[config.mk]
export PLATFORM = sky130hd
export DESIGN_NAME = touch_frame_sequencer_flat
export DESIGN_NICKNAME = d
export VERILOG_FILES = /design/src/rtl/touch_frame_sequencer_if.sv /design/src/rtl/touch_frame_sequencer.sv /design/src/flat_wrapper.sv
export SDC_FILE = /design/constraint.sdc
export NUM_CORES = 1
export LEC_CHECK = 0
export CORE_MARGIN = 2
export CORE_UTILIZATION = 40
export DETAILED_ROUTE_END_ITERATION = 8
export PLACE_DENSITY_LB_ADDON = 0.25
export SLEW_MARGIN = 20
export SYNTH_ARGS = -nofsm -noshare
export SYNTH_HDL_FRONTEND = slang
export SYNTH_SLANG_ARGS = --single-unit
[constraint.sdc]
create_clock -name cclk -period 8.4 [get_ports cclk]
set_input_delay 1.68 -clock cclk [delete_from_list [all_inputs] [get_ports cclk]]
set_output_delay 1.68 -clock cclk [all_outputs]
set_load 0.02 [all_outputs]
[src/rtl/touch_frame_sequencer_if.sv]
// Sample and frame-update signals between touchpad_controller, the sequencer and tft_driver.
// The master modport drives samples and frame pulses; the slave modport is the sequencer.
interface touch_frame_sequencer_if;
   logic        sample_valid;
   logic [11:0] touch_x;
   logic [11:0] touch_y;
   logic [11:0] touch_z;
   logic        new_frame;
   logic [8:0]  pos_x;
   logic [8:0]  pos_y;
   logic        touching;
   logic        press_evt;
   logic        release_evt;

   modport master (
      output sample_valid, touch_x, touch_y, touch_z, new_frame,
      input  pos_x, pos_y, touching, press_evt, release_evt
   );

   modport slave (
      input  sample_valid, touch_x, touch_y, touch_z, new_frame,
      output pos_x, pos_y, touching, press_evt, release_evt
   );
endinterface

[src/rtl/touch_frame_sequencer.sv]
// Debounces touch pressure, averages tracked samples into screen coordinates and
// releases them to the display only on frame boundaries.
module touch_frame_sequencer #(
   parameter int unsigned Z_THRESH   = 256,
   parameter int unsigned DEBOUNCE_N = 4,
   parameter int unsigned AVG_LOG2   = 2,
   parameter int unsigned X_OFFSET   = 150,
   parameter int unsigned Y_OFFSET   = 300,
   parameter int unsigned SHIFT      = 2,
   parameter int unsigned X_MAX      = 479,
   parameter int unsigned Y_MAX      = 271
) (
   input  logic                   cclk,
   input  logic                   reset,
   touch_frame_sequencer_if.slave bus_io
);

   localparam int unsigned AccW   = 12 + AVG_LOG2;
   localparam int unsigned NumAvg = 1 << AVG_LOG2;

   typedef enum logic [1:0] {StIdle, StDebounce, StTrack} state_e;

   state_e          state_q, state_d;
   logic [3:0]      cnt_q, cnt_d;
   logic [3:0]      rel_cnt_q, rel_cnt_d;
   logic [4:0]      smp_cnt_q, smp_cnt_d;
   logic [AccW-1:0] acc_x_q, acc_x_d, acc_y_q, acc_y_d;
   logic [8:0]      pend_x_q, pend_x_d, pend_y_q, pend_y_d;
   logic            pend_flag_q, pend_flag_d;
   logic [8:0]      pos_x_q, pos_x_d, pos_y_q, pos_y_d;
   logic            touching_q, touching_d;
   logic            press_q, press_d, release_q, release_d;

   logic            pressed, avg_done, in_track;
   logic [AccW-1:0] sum_x, sum_y;
   logic [11:0]     avg_x, avg_y;

   // Clamp happens on the 12-bit value so large raw inputs cannot wrap into range.
   function automatic logic [8:0] convert(input logic [11:0] avg, input int unsigned off,
                                          input int unsigned max_v);
      logic [11:0] d;
      logic [11:0] p;
      d = (avg >= 12'(off)) ? avg - 12'(off) : 12'd0;
      p = d >> SHIFT;
      if (p > 12'(max_v)) p = 12'(max_v);
      return p[8:0];
   endfunction

   assign pressed  = bus_io.touch_z >= 12'(Z_THRESH);
   assign in_track = (state_q == StTrack);
   assign sum_x    = acc_x_q + AccW'(bus_io.touch_x);
   assign sum_y    = acc_y_q + AccW'(bus_io.touch_y);
   assign avg_x    = 12'(sum_x >> AVG_LOG2);
   assign avg_y    = 12'(sum_y >> AVG_LOG2);

   always_ff @(posedge cclk or posedge reset) begin
      if (reset) begin
         state_q <= StIdle;
      end else begin
         state_q <= state_d;
      end
   end

   always_comb begin
      state_d = state_q;
      unique case (state_q)
         StIdle: begin
            if (bus_io.sample_valid && pressed) state_d = StDebounce;
         end
         StDebounce: begin
            if (bus_io.sample_valid) begin
               if (!pressed)                          state_d = StIdle;
               else if (cnt_q + 4'd1 == 4'(DEBOUNCE_N)) state_d = StTrack;
            end
         end
         StTrack: begin
            if (bus_io.sample_valid && !pressed && (rel_cnt_q + 4'd1 == 4'(DEBOUNCE_N)))
               state_d = StIdle;
         end
         default: state_d = StIdle;
      endcase
   end

   // Datapath and frame-update next state; averaging state is held clear outside TRACK.
   always_comb begin
      cnt_d     = cnt_q;
      rel_cnt_d = rel_cnt_q;
      smp_cnt_d = smp_cnt_q;
      acc_x_d   = acc_x_q;
      acc_y_d   = acc_y_q;
      pend_x_d  = pend_x_q;
      pend_y_d  = pend_y_q;
      avg_done  = 1'b0;
      unique case (state_q)
         StIdle, StDebounce: begin
            rel_cnt_d = '0;
            smp_cnt_d = '0;
            acc_x_d   = '0;
            acc_y_d   = '0;
            if (bus_io.sample_valid) cnt_d = pressed ? cnt_q + 4'd1 : 4'd0;
         end
         StTrack: begin
            cnt_d = '0;
            if (bus_io.sample_valid) begin
               if (pressed) begin
                  rel_cnt_d = '0;
                  if (smp_cnt_q == 5'(NumAvg - 1)) begin
                     avg_done  = 1'b1;
                     smp_cnt_d = '0;
                     acc_x_d   = '0;
                     acc_y_d   = '0;
                     pend_x_d  = convert(avg_x, X_OFFSET, X_MAX);
                     pend_y_d  = convert(avg_y, Y_OFFSET, Y_MAX);
                  end else begin
                     smp_cnt_d = smp_cnt_q + 5'd1;
                     acc_x_d   = sum_x;
                     acc_y_d   = sum_y;
                  end
               end else begin
                  rel_cnt_d = rel_cnt_q + 4'd1;
               end
            end
         end
         default: ;
      endcase

      // A result completing on a frame cycle stays pending for the following frame.
      pend_flag_d = pend_flag_q;
      if (bus_io.new_frame) pend_flag_d = 1'b0;
      if (avg_done)         pend_flag_d = 1'b1;

      pos_x_d    = (bus_io.new_frame && pend_flag_q) ? pend_x_q : pos_x_q;
      pos_y_d    = (bus_io.new_frame && pend_flag_q) ? pend_y_q : pos_y_q;
      touching_d = bus_io.new_frame ? in_track : touching_q;
      press_d    = bus_io.new_frame & in_track & ~touching_q;
      release_d  = bus_io.new_frame & ~in_track & touching_q;
   end

   always_ff @(posedge cclk or posedge reset) begin
      if (reset) begin
         cnt_q       <= '0;
         rel_cnt_q   <= '0;
         smp_cnt_q   <= '0;
         acc_x_q     <= '0;
         acc_y_q     <= '0;
         pend_x_q    <= '0;
         pend_y_q    <= '0;
         pend_flag_q <= 1'b0;
         pos_x_q     <= '0;
         pos_y_q     <= '0;
         touching_q  <= 1'b0;
         press_q     <= 1'b0;
         release_q   <= 1'b0;
      end else begin
         cnt_q       <= cnt_d;
         rel_cnt_q   <= rel_cnt_d;
         smp_cnt_q   <= smp_cnt_d;
         acc_x_q     <= acc_x_d;
         acc_y_q     <= acc_y_d;
         pend_x_q    <= pend_x_d;
         pend_y_q    <= pend_y_d;
         pend_flag_q <= pend_flag_d;
         pos_x_q     <= pos_x_d;
         pos_y_q     <= pos_y_d;
         touching_q  <= touching_d;
         press_q     <= press_d;
         release_q   <= release_d;
      end
   end

   always_comb begin
      bus_io.pos_x       = pos_x_q;
      bus_io.pos_y       = pos_y_q;
      bus_io.touching    = touching_q;
      bus_io.press_evt   = press_q;
      bus_io.release_evt = release_q;
   end

endmodule

[src/flat_wrapper.sv]
// flat-port wrapper written by rule: the top's interface ports become plain ports
module touch_frame_sequencer_flat 
#(
   parameter int unsigned Z_THRESH   = 256,
   parameter int unsigned DEBOUNCE_N = 4,
   parameter int unsigned AVG_LOG2   = 2,
   parameter int unsigned X_OFFSET   = 150,
   parameter int unsigned Y_OFFSET   = 300,
   parameter int unsigned SHIFT      = 2,
   parameter int unsigned X_MAX      = 479,
   parameter int unsigned Y_MAX      = 271
)
  (cclk, reset, bus_io_sample_valid, bus_io_touch_x, bus_io_touch_y, bus_io_touch_z, bus_io_new_frame, bus_io_pos_x, bus_io_pos_y, bus_io_touching, bus_io_press_evt, bus_io_release_evt);
  touch_frame_sequencer_if bus_io_i ();
  input  logic cclk;
  input  logic reset;
  input wire logic [$bits(bus_io_i.sample_valid)-1:0] bus_io_sample_valid;
  input wire logic [$bits(bus_io_i.touch_x)-1:0] bus_io_touch_x;
  input wire logic [$bits(bus_io_i.touch_y)-1:0] bus_io_touch_y;
  input wire logic [$bits(bus_io_i.touch_z)-1:0] bus_io_touch_z;
  input wire logic [$bits(bus_io_i.new_frame)-1:0] bus_io_new_frame;
  output wire logic [$bits(bus_io_i.pos_x)-1:0] bus_io_pos_x;
  output wire logic [$bits(bus_io_i.pos_y)-1:0] bus_io_pos_y;
  output wire logic [$bits(bus_io_i.touching)-1:0] bus_io_touching;
  output wire logic [$bits(bus_io_i.press_evt)-1:0] bus_io_press_evt;
  output wire logic [$bits(bus_io_i.release_evt)-1:0] bus_io_release_evt;
  assign bus_io_i.sample_valid = bus_io_sample_valid;
  assign bus_io_i.touch_x = bus_io_touch_x;
  assign bus_io_i.touch_y = bus_io_touch_y;
  assign bus_io_i.touch_z = bus_io_touch_z;
  assign bus_io_i.new_frame = bus_io_new_frame;
  assign bus_io_pos_x = bus_io_i.pos_x;
  assign bus_io_pos_y = bus_io_i.pos_y;
  assign bus_io_touching = bus_io_i.touching;
  assign bus_io_press_evt = bus_io_i.press_evt;
  assign bus_io_release_evt = bus_io_i.release_evt;
  touch_frame_sequencer #(.Z_THRESH(Z_THRESH), .DEBOUNCE_N(DEBOUNCE_N), .AVG_LOG2(AVG_LOG2), .X_OFFSET(X_OFFSET), .Y_OFFSET(Y_OFFSET), .SHIFT(SHIFT), .X_MAX(X_MAX), .Y_MAX(Y_MAX)) u_core (.cclk(cclk), .reset(reset), .bus_io(bus_io_i));
endmodule
==> flow_summary.yaml, run 1 <==
outcome:
  status: "completed"
floorplan:
  die_w_um: 119
  die_h_um: 119
  rows: 41
  initial_core_util: 0.415
  num_io_pins: 61
  core_mm2: 0.0127
  dieArea_mm2: 0.0141
sta:
  setup_tns_ps: 0
  grt_setup_unrepaired: "no"
  hold_viol_final: 0
  slew_violations: 0
  slew_headroom: 0.435
  setup_viol: 0
  fin_skew_ps: 6.12
  final.period_utilization: 0.592
  tightest_slew_ps: 844
  clock.fmax_ghz: 0.201
  period_needed_ps: 4970
  hold_ws_ps: 480
setup_path:
  regToRegSetupSlack_ps: 4810
  reg2regPathDepth: 13
  slowest_stage: "fa_1"
  path_cells: "clkdlybuf4s50_1, ha_1, fa_1, a211oi_2, nor2_1, xor2_1, ha_1, o22ai_1, and3_1, a32o_1, a31o_1, o21a_1, nand2b_4, a32o_1"
  r2r-end: "u_core.pend_y_q[4]"
  worstPathArrival_ps: 5210
  max_stage_delay_ps: 450
  path_depth: 14
  r2r_start: "u_core.acc_y_q[0]"
  cp_top_family: "compound AO/OA/AOI/OAI gates"
  setup.worst_path.end: "u_core.pend_y_q[4]"
  crit_buf_inv: 1
  crit_start: "bus_io_touch_y[0]"
  crit_fanout: 6
  critPathKind: "input port to register"
  cp-start-kind: "input port"
  crit_path_end_kind: "register"
  required_ps: 8640
place:
  placed_cell_area_mm2: 0.00596
  port_buffers: 52
  dp.cells: 744
  place.gp.congestion: 0.823
  dp_hpwl_mm: 8.43
synthesis:
  syn-instance-count: 535
  ys_warn_count: 0
  ys_ff_latch: 83
  async_reset_ff_frac: 1.00
  synth_edf_count: 0
  synth_nets: 606
  seq_area_frac_synth: 0.394
  mappedNetlistArea_mm2: 0.00527
  yosysUniqueCellTypes: 77
  synth_ff_type: "dfrtp_1"
  avgSynthCellArea_um2: 9.86
power:
  p_leak_nw: 2.80
  p_seq_frac: 0.423
  irDropWorstVdd_v: 0.000106
  p_clk_frac: 0.386
  p_comb_frac: 0.191
  p_sw_w: 0.000299
  p_sw_frac: 0.290
  powerDensity_mw_per_mm2: 164
  p_int_w: 0.000730
clock_network:
  cts_tree: "built"
  post_cts_buffers: 0
  ctsHoldBuffers: 0
  cts_resized: 0
  h-tree-depth: 3
  clock_latency_ps: 350
  clock-sinks: 83
  cts_buffer_depth: 2
  clk_pin_slew_ps: 60
  root_buffer: "clkbuf_16"
  numCtsBuffers: 9
global_route:
  grt.overflow.total: 0
  antenna_found_initial: 0
  grt_start_max_net_pins: 84
  grt_pass1_vias: 4186
  grt_pass1_wl_mm: 20.1
  grt_use_total: 0.175
final_layout:
  layout.cells.non_filler: 760
  mostFrequentLayoutCells: "dfrtp_1 (83), clkdlybuf4s50_1 (52), o21ai_0 (47), nand2_1 (47), a21oi_1 (35)"
  final_area_mm2: 0.00627
  syn2layout_area_growth_pct: 18.8
  final_common_cell: "dfrtp_1"
  layout-drive-gt1-share: 0.124
  antenna_cells: 0
  layout.nets: 654
run:
  drv_cap: 0
drt:
  post_drt_via_cell_ratio: 5.61
  antenna_left: 0
  dr.pass1.iters: 4
  avgRoutedWirePerCell_um: 15.5
  wirelength_mm: 11.8
  dr_wl_met3_um: 423
  wl_met1_mm: 5.59
  num_vias: 4263
  dr.max_layer_used: "met4"
  drcViolationCount: 0
  drt-initial-drc-count: 246
  wl_met2_mm: 5.51
min_path:
  hold_class: "register to register"
  worstHoldStart: "u_core.pend_y_q[8]"
logic make-up (layout without fill, tap and decap cells):
| family | Yosys count | in the layout | synth area share |
|---|---|---|---|
| AOI/OAI and AO/OA | 179 | 179 | 0.246 |
| and+or+nand+nor | 160 | 160 | 0.156 |
| DFF | 83 | 83 | 0.394 |
| adders and majority gates | 31 | 31 | 0.0764 |
| xor gates and xnor gates | 30 | 30 | 0.0584 |
| buffers and inverters | 30 | 83 | 0.0228 |
| muxes | 22 | 22 | 0.0474 |
state kept, by name (all words and copies together) (netlist names), 4 cells and up:
register / count
u_core.pend_x_q: 9
u_core.bus_io.pos_x: 9
u_core.cnt_q: 4
u_core.bus_io.pos_y: 9
u_core.acc_y_q: 14
u_core.acc_x_q: 14
u_core.pend_y_q: 9
u_core.smp_cnt_q: 5
u_core.rel_cnt_q: 4
Yosys cell counts (all sizes together), types with 3 or more instances:
cell,instances,area share
xnor2,15,0.028
clkbuf,15,0.011
a41oi,4,0.0095
nor4,4,0.0047
a22o,11,0.018
a31o,4,0.0066
and2,8,0.0095
a221o,3,0.0057
a211oi,5,0.010
o31ai,4,0.0066
o21ai,52,0.051
buf,4,0.0043
dfrtp,83,0.39
xor2,15,0.031
inv,11,0.0078
a21o,8,0.011
o211ai,6,0.0095
ha,29,0.069
nand2,47,0.033
nor2b,11,0.014
mux2,21,0.046
and3,7,0.0083
a32o,5,0.0095
nand3,19,0.018
nor2,28,0.020
a21boi,3,0.0043
nor3b,3,0.0043
nor3,7,0.0066
nand4,5,0.0059
a21oi,37,0.037
o21a,5,0.0071
a31oi,10,0.015
nand2b,7,0.0097
or2,3,0.0036
worst reg2reg max path, delay by kind of cell (launching register included):
kind                       cells  cell delay [ps]
AOI/OAI and AO/OA              6             1350
DFF                            1              380
adders and majority gates      3              950
xor gates and xnor gates       1              270
and+or+nand+nor                3              530
routing by layer:
metal,vias up,global-route usage
li1,2108,-
met1,2057,0.232
met2,78,0.285
met3,20,0.0297
met4,0,0.0714
met5,-,0
metrics by stage:
stage          worst slack, ps   util  power (W)
6_report                  3430  0.493    0.00103
2_1_floorplan             3850      -   0.000582
4_1_cts                   3450  0.492    0.00104
3_5_place_dp              3100  0.469   0.000638
3_3_place_gp              3150  0.469   0.000632
5_1_grt                   3240  0.493    0.00108
cell type report:
| type | count | area [um^2] |
|---|---|---|
| clock buffer | 13 | 280 |
| clock inverter | 3 | 18.8 |
| fill | 1245 | 6450 |
| inverter | 11 | 42.5 |
| multi-input combinational | 422 | 3080 |
| sequential | 83 | 2080 |
| tap | 172 | 215 |
| timing repair buffer | 56 | 554 |
power by group through the flow:
stage / clock network (W) / logic (W) / registers, W
4_1_cts: 0.000406 / 0.000197 / 0.000436
3_5_place_dp: 0 / 0.000196 / 0.000443
6_report: 0.000397 / 0.000197 / 0.000436
2_1_floorplan: 0 / 0.000149 / 0.000433
3_3_place_gp: 0 / 0.000190 / 0.000442
5_1_grt: 0.000418 / 0.000219 / 0.000440
worst min-delay path by stage:
stage	endpoint	slack (ps)	depth (start not counted)
after detailed placement	u_core.pend_y_q[2]	470	1
final	u_core.pend_y_q[8]	480	2
after global routing	u_core.acc_y_q[11]	520	2
after global placement	u_core.pend_y_q[8]	460	2
after CTS	u_core.pend_y_q[8]	480	2
after floorplan	u_core.pend_y_q[2]	450	1
Power figures use the tool's default switching activity.
==> inputs of run 2 (changes only) <==
- clock period: 8.4 -> 4.7 ns (I/O delays scaled with it)
==> run 2 against run 1 <==
First-iteration DRC count is 37% higher; final area rose by 1.4%; register-to-register slack got worse by 3700 ps; flip-flop and latch count stayed put; critical path type unchanged.
==> flow_summary.yaml, run 2 (synthesis results as in run 1) <==
setup_path:
  cp-start-kind: "input port"
  max_stage_delay_ps: 440
  crit_fanout: 6
  slowest_stage: "fa_1"
  critPathKind: "input port to register"
  required_ps: 4930
  r2r-end: "u_core.pend_y_q[7]"
  regToRegSetupSlack_ps: 1140
  reg2regPathDepth: 13
  worstPathArrival_ps: 4420
  r2r_start: "u_core.acc_y_q[0]"
  path_cells: "clkdlybuf4s50_1, ha_1, fa_1, a211oi_2, nor2_1, xor2_1, ha_1, o22ai_1, and3_1, a32o_1, a31o_1, o21a_1, nand2b_4, a32o_1"
  crit_path_end_kind: "register"
power:
  total_power_w: 0.00191
  p_int_w: 0.00138
  p_leak_nw: 2.84
  powerDensity_mw_per_mm2: 301
  p_sw_w: 0.000536
  irDropWorstVdd_v: 0.000176
  p_clk_frac: 0.405
  p_sw_frac: 0.280
  p_comb_frac: 0.188
  p_seq_frac: 0.407
floorplan:
  die_h_um: 119
  initial_core_util: 0.415
  core_mm2: 0.0127
  rows: 41
  dieArea_mm2: 0.0141
  die_w_um: 119
  num_io_pins: 61
outcome:
  status: "completed"
clock_network:
  post_cts_buffers: 0
  clk_pin_slew_ps: 60
  root_buffer: "clkbuf_16"
  ctsHoldBuffers: 0
  h-tree-depth: 3
  numCtsBuffers: 9
  cts_tree: "built"
  cts_buffer_depth: 2
  clock-sinks: 83
  clock_latency_ps: 350
  cts_resized: 0
sta:
  slew_violations: 0
  slew_headroom: 0.473
  hold_viol_final: 0
  hold_ws_ps: 473
  final.period_utilization: 0.893
  setup_viol: 0
  clock.fmax_ghz: 0.238
  period_needed_ps: 4200
  tightest_slew_ps: 788
  setup_tns_ps: 0
  grt_setup_unrepaired: "no"
  fin_skew_ps: 11.8
place:
  dp_hpwl_mm: 8.68
  port_buffers: 52
  place.gp.congestion: 0.873
min_path:
  hold_end: "u_core.pend_y_q[8]"
  hold_class: "register to register"
  worstHoldStart: "u_core.pend_y_q[8]"
  hold_depth: 2
global_route:
  grt_use_total: 0.177
  grt.overflow.total: 0
  grt_start_max_net_pins: 60
  antenna_found_initial: 0
  grt_pass1_vias: 4207
  grt_pass1_wl_mm: 20.4
drt:
  drcViolationCount: 0
  dr.pass1.iters: 4
  avgRoutedWirePerCell_um: 15.3
  wirelength_mm: 11.8
  num_vias: 4297
  antenna_left: 0
  post_drt_via_cell_ratio: 5.60
  drt-initial-drc-count: 336
final_layout:
  layout-drive-gt1-share: 0.134
  top_regs: "u_core.acc_x_q: 14 flops, u_core.acc_y_q: 14 flops"
  syn2layout_area_growth_pct: 20.5
  final_common_cell: "dfrtp_1"
  antenna_cells: 0
  layout.nets: 662
  nFillCells: 1212
  mostFrequentLayoutCells: "dfrtp_1 (83), clkdlybuf4s50_1 (52), o21ai_0 (47), nand2_1 (47), a21oi_1 (35)"
run:
  drv_cap: 0
==> run 2: power groups by stage <==
stage	registers (W)	clock network (W)	logic, W
after CTS	0.000779	0.000794	0.000360
after detailed placement	0.000792	0	0.000359
final	0.000780	0.000775	0.000359
after global placement	0.000790	0	0.000348
after floorplan	0.000774	0	0.000266
after global routing	0.000784	0.000827	0.000404
==> run 2: worst max-delay path, delay by kind of cell <==
kind / cells / cell delay [ps]
compound gates: 6 / 1350
fa+ha+maj: 3 / 950
simple gates: 3 / 510
buf+inv: 1 / 400
xor+xnor: 1 / 280
==> run 2: metrics by stage <==
stage / cells / cell area, um^2 / utilization / setup WS [ps]
after floorplan: 535 / 5270 / - / 890
after global placement: 752 / 6020 / 0.474 / 224
after detailed placement: 752 / 6020 / 0.474 / 189
after CTS: 768 / 6350 / 0.499 / 539
after global routing: 768 / 6350 / 0.499 / 216
final: 768 / 6350 / 0.499 / 502
==> run 2: worst max path at each step <==
stage	depth (start not counted)	slack, ps	start	endpoint
floorplan	13	890	bus_io_touch_y[0]	u_core.pend_y_q[4]
global placement	14	220	bus_io_touch_y[0]	u_core.pend_y_q[7]
detailed placement	14	190	bus_io_touch_y[0]	u_core.pend_y_q[7]
CTS	14	540	bus_io_touch_y[0]	u_core.pend_y_q[7]
global route	14	220	bus_io_touch_y[0]	u_core.pend_y_q[0]
finish	14	500	bus_io_touch_y[0]	u_core.pend_y_q[7]
==> run 2: metal layers <==
layer  vias up  track usage  part of all wire
met4         0       0.0751             0.019
met1      2095        0.241              0.48
met5         -            0                 0
met2        69        0.278              0.47
met3        15       0.0316             0.035
li1       2118            -                 -
==> run 2: layout make-up <==
cell class	count	area (um^2)	area share
well taps	172	215	0.0339
flip-flops and latches	83	2080	0.327
multi-input cells	422	3080	0.485
inverters	11	43.8	0.00689
clock inverters	5	85.1	0.0134
clock buffers	11	243	0.0382
repair buffers	64	611	0.0961
==> inputs of run 3 (changes only) <==
- DONT_BUFFER_PORTS: unset -> 1
- SKIP_CTS_REPAIR_TIMING: unset -> 1
==> run 3 against run 2 <==
Via count is 5.9% lower; clock power fell by 5.3%; combinational power down 13%; sequential power barely moved; worst setup slack better by 430 ps; routed wire length down 1.8%; register-to-register slack improved by 20 ps; critical path type unchanged; largest power group unchanged.
==> flow_summary.yaml, run 3 (synthesis results as in run 1) <==
outcome:
  status: "completed"
final_layout:
  layout-drive-gt1-share: 0.136
  antenna_cells: 0
  final_common_cell: "dfrtp_1"
  postLayoutCoreUtil: 0.452
  syn2layout_area_growth_pct: 9.16
  layout.nets: 602
  nFillCells: 1250
  mostFrequentLayoutCells: "dfrtp_1 (83), o21ai_0 (47), nand2_1 (47), a21oi_1 (35), ha_1 (29)"
  top_regs: "u_core.acc_x_q: 14 flops, u_core.acc_y_q: 14 flops"
sta:
  grt_setup_unrepaired: "no"
  setup_tns_ps: 0
  fin_skew_ps: 8.78
  final.period_utilization: 0.801
  setup_viol: 0
  period_needed_ps: 3770
  slew_violations: 0
  clock.fmax_ghz: 0.265
  hold_viol_final: 0
  slew_headroom: 0.367
  tightest_slew_ps: 949
setup_path:
  crit_path_end_kind: "register"
  critPathKind: "input port to register"
  required_ps: 4940
  cp-start-kind: "input port"
  crit_buf_inv: 0
  cp_top_family: "compound AO/OA/AOI/OAI gates"
  crit_fanout: 6
  max_stage_delay_ps: 440
  path_cells: "ha_1, fa_1, a211oi_2, nor2_1, xor2_1, ha_1, o22ai_1, and3_1, a32o_1, a31o_1, o21a_1, nand2b_4, a32o_1"
  slowest_stage: "fa_1"
  worstPathArrival_ps: 4000
drt:
  wirelength_mm: 11.6
  num_vias: 4044
  wl_met2_mm: 5.26
  wl_met1_mm: 5.44
  avgRoutedWirePerCell_um: 16.3
  post_drt_via_cell_ratio: 5.71
  dr.max_layer_used: "met4"
  drt-initial-drc-count: 233
  dr_wl_met3_um: 634
  drcViolationCount: 0
  dr.pass1.iters: 5
  antenna_left: 0
floorplan:
  initial_core_util: 0.415
  die_w_um: 119
  die_h_um: 119
  rows: 41
  dieArea_mm2: 0.0141
  num_io_pins: 61
  core_mm2: 0.0127
place:
  place.gp.congestion: 0.862
  dp_hpwl_mm: 8.47
  port_buffers: 0
global_route:
  grt.overflow.total: 0
  grt_start_max_net_pins: 52
  antenna_found_initial: 0
  grt_pass1_wl_mm: 19.7
  grt_use_total: 0.173
  grt_pass1_vias: 3968
clock_network:
  cts_tree: "built"
  root_buffer: "clkbuf_16"
  clock_latency_ps: 350
  h-tree-depth: 3
  clk_pin_slew_ps: 70
  cts_buffer_depth: 2
  numCtsBuffers: 9
  clock-sinks: 83
power:
  p_int_w: 0.00130
  p_sw_frac: 0.292
  powerDensity_mw_per_mm2: 318
  total_power_w: 0.00183
  p_leak_nw: 2.60
  p_sw_w: 0.000534
  p_clk_frac: 0.401
  p_seq_frac: 0.427
  p_comb_frac: 0.172
  irDropWorstVdd_v: 0.000206
run:
  drv_cap: 0
min_path:
  hold_class: "register to register"
run 3: cell types whose count changed in the layout (fill, tap and decap cells not counted):
cell and change:
clkinvlp_4 +1, buf_4 -8, clkdlybuf4s50_1 -52, inv_6 -1, inv_4 -1, clkinv_4 +1, inv_8 +1, bufinv_16 -1
clkinv_2 +1, clkbuf_1 -1
run 3: final timing paths:
kind	start	end	slack [ps]	depth (start not counted)
max	bus_io_touch_y[0]	u_core.pend_y_q[4]	930	13
min	u_core.pend_y_q[8]	u_core.pend_y_q[8]	480	2
max reg2reg	u_core.acc_y_q[0]	u_core.pend_y_q[4]	1160	13
min reg2reg	u_core.pend_y_q[8]	u_core.pend_y_q[8]	480	2
max in group asynchronous	reset	u_core.bus_io.pos_x[1]	3110	2
min in group asynchronous	reset	u_core.bus_io.pos_y[8]	640	1
run 3: tightest hold or removal path, cell delays in order, from the launching register on:
cell	delay (ps)
dfrtp_1	340
nand2_1	50
o21ai_0	60
run 3: metrics by stage:
step                      setup WS (ps)  hold slack [ps]  instances  cell area (um^2)
after floorplan                     890              445        535              5270
after global placement              641              464        692              5440
after detailed placement            631              472        692              5440
after CTS                           984              487        708              5760
after global routing                723              511        708              5760
final                               933              482        708              5760
run 3: layout make-up:
class / count / area [um^2] / share of cell area
clock inverter: 6 / 73.8 / 0.0128
timing repair buffer: 4 / 30.0 / 0.00522
clock buffer: 10 / 239 / 0.0415
inverter: 11 / 42.5 / 0.00739
multi-input combinational: 422 / 3080 / 0.535
sequential: 83 / 2080 / 0.361
tap: 172 / 215 / 0.0374
run 3: metal layers:
metal | global-route usage | up-vias
li1 | - | 1996
met2 | 0.265 | 79
met4 | 0.0685 | 0
met5 | 0 | -
met1 | 0.224 | 1953
met3 | 0.0589 | 16
run 3: power groups by stage:
stage                     combinational [W]  clock (W)  sequential (W)
final                              0.000314   0.000734        0.000782
after global routing               0.000356   0.000787        0.000788
after CTS                          0.000314   0.000761        0.000781
after detailed placement           0.000313          0        0.000794
after global placement             0.000305          0        0.000793
after floorplan                    0.000266          0        0.000774
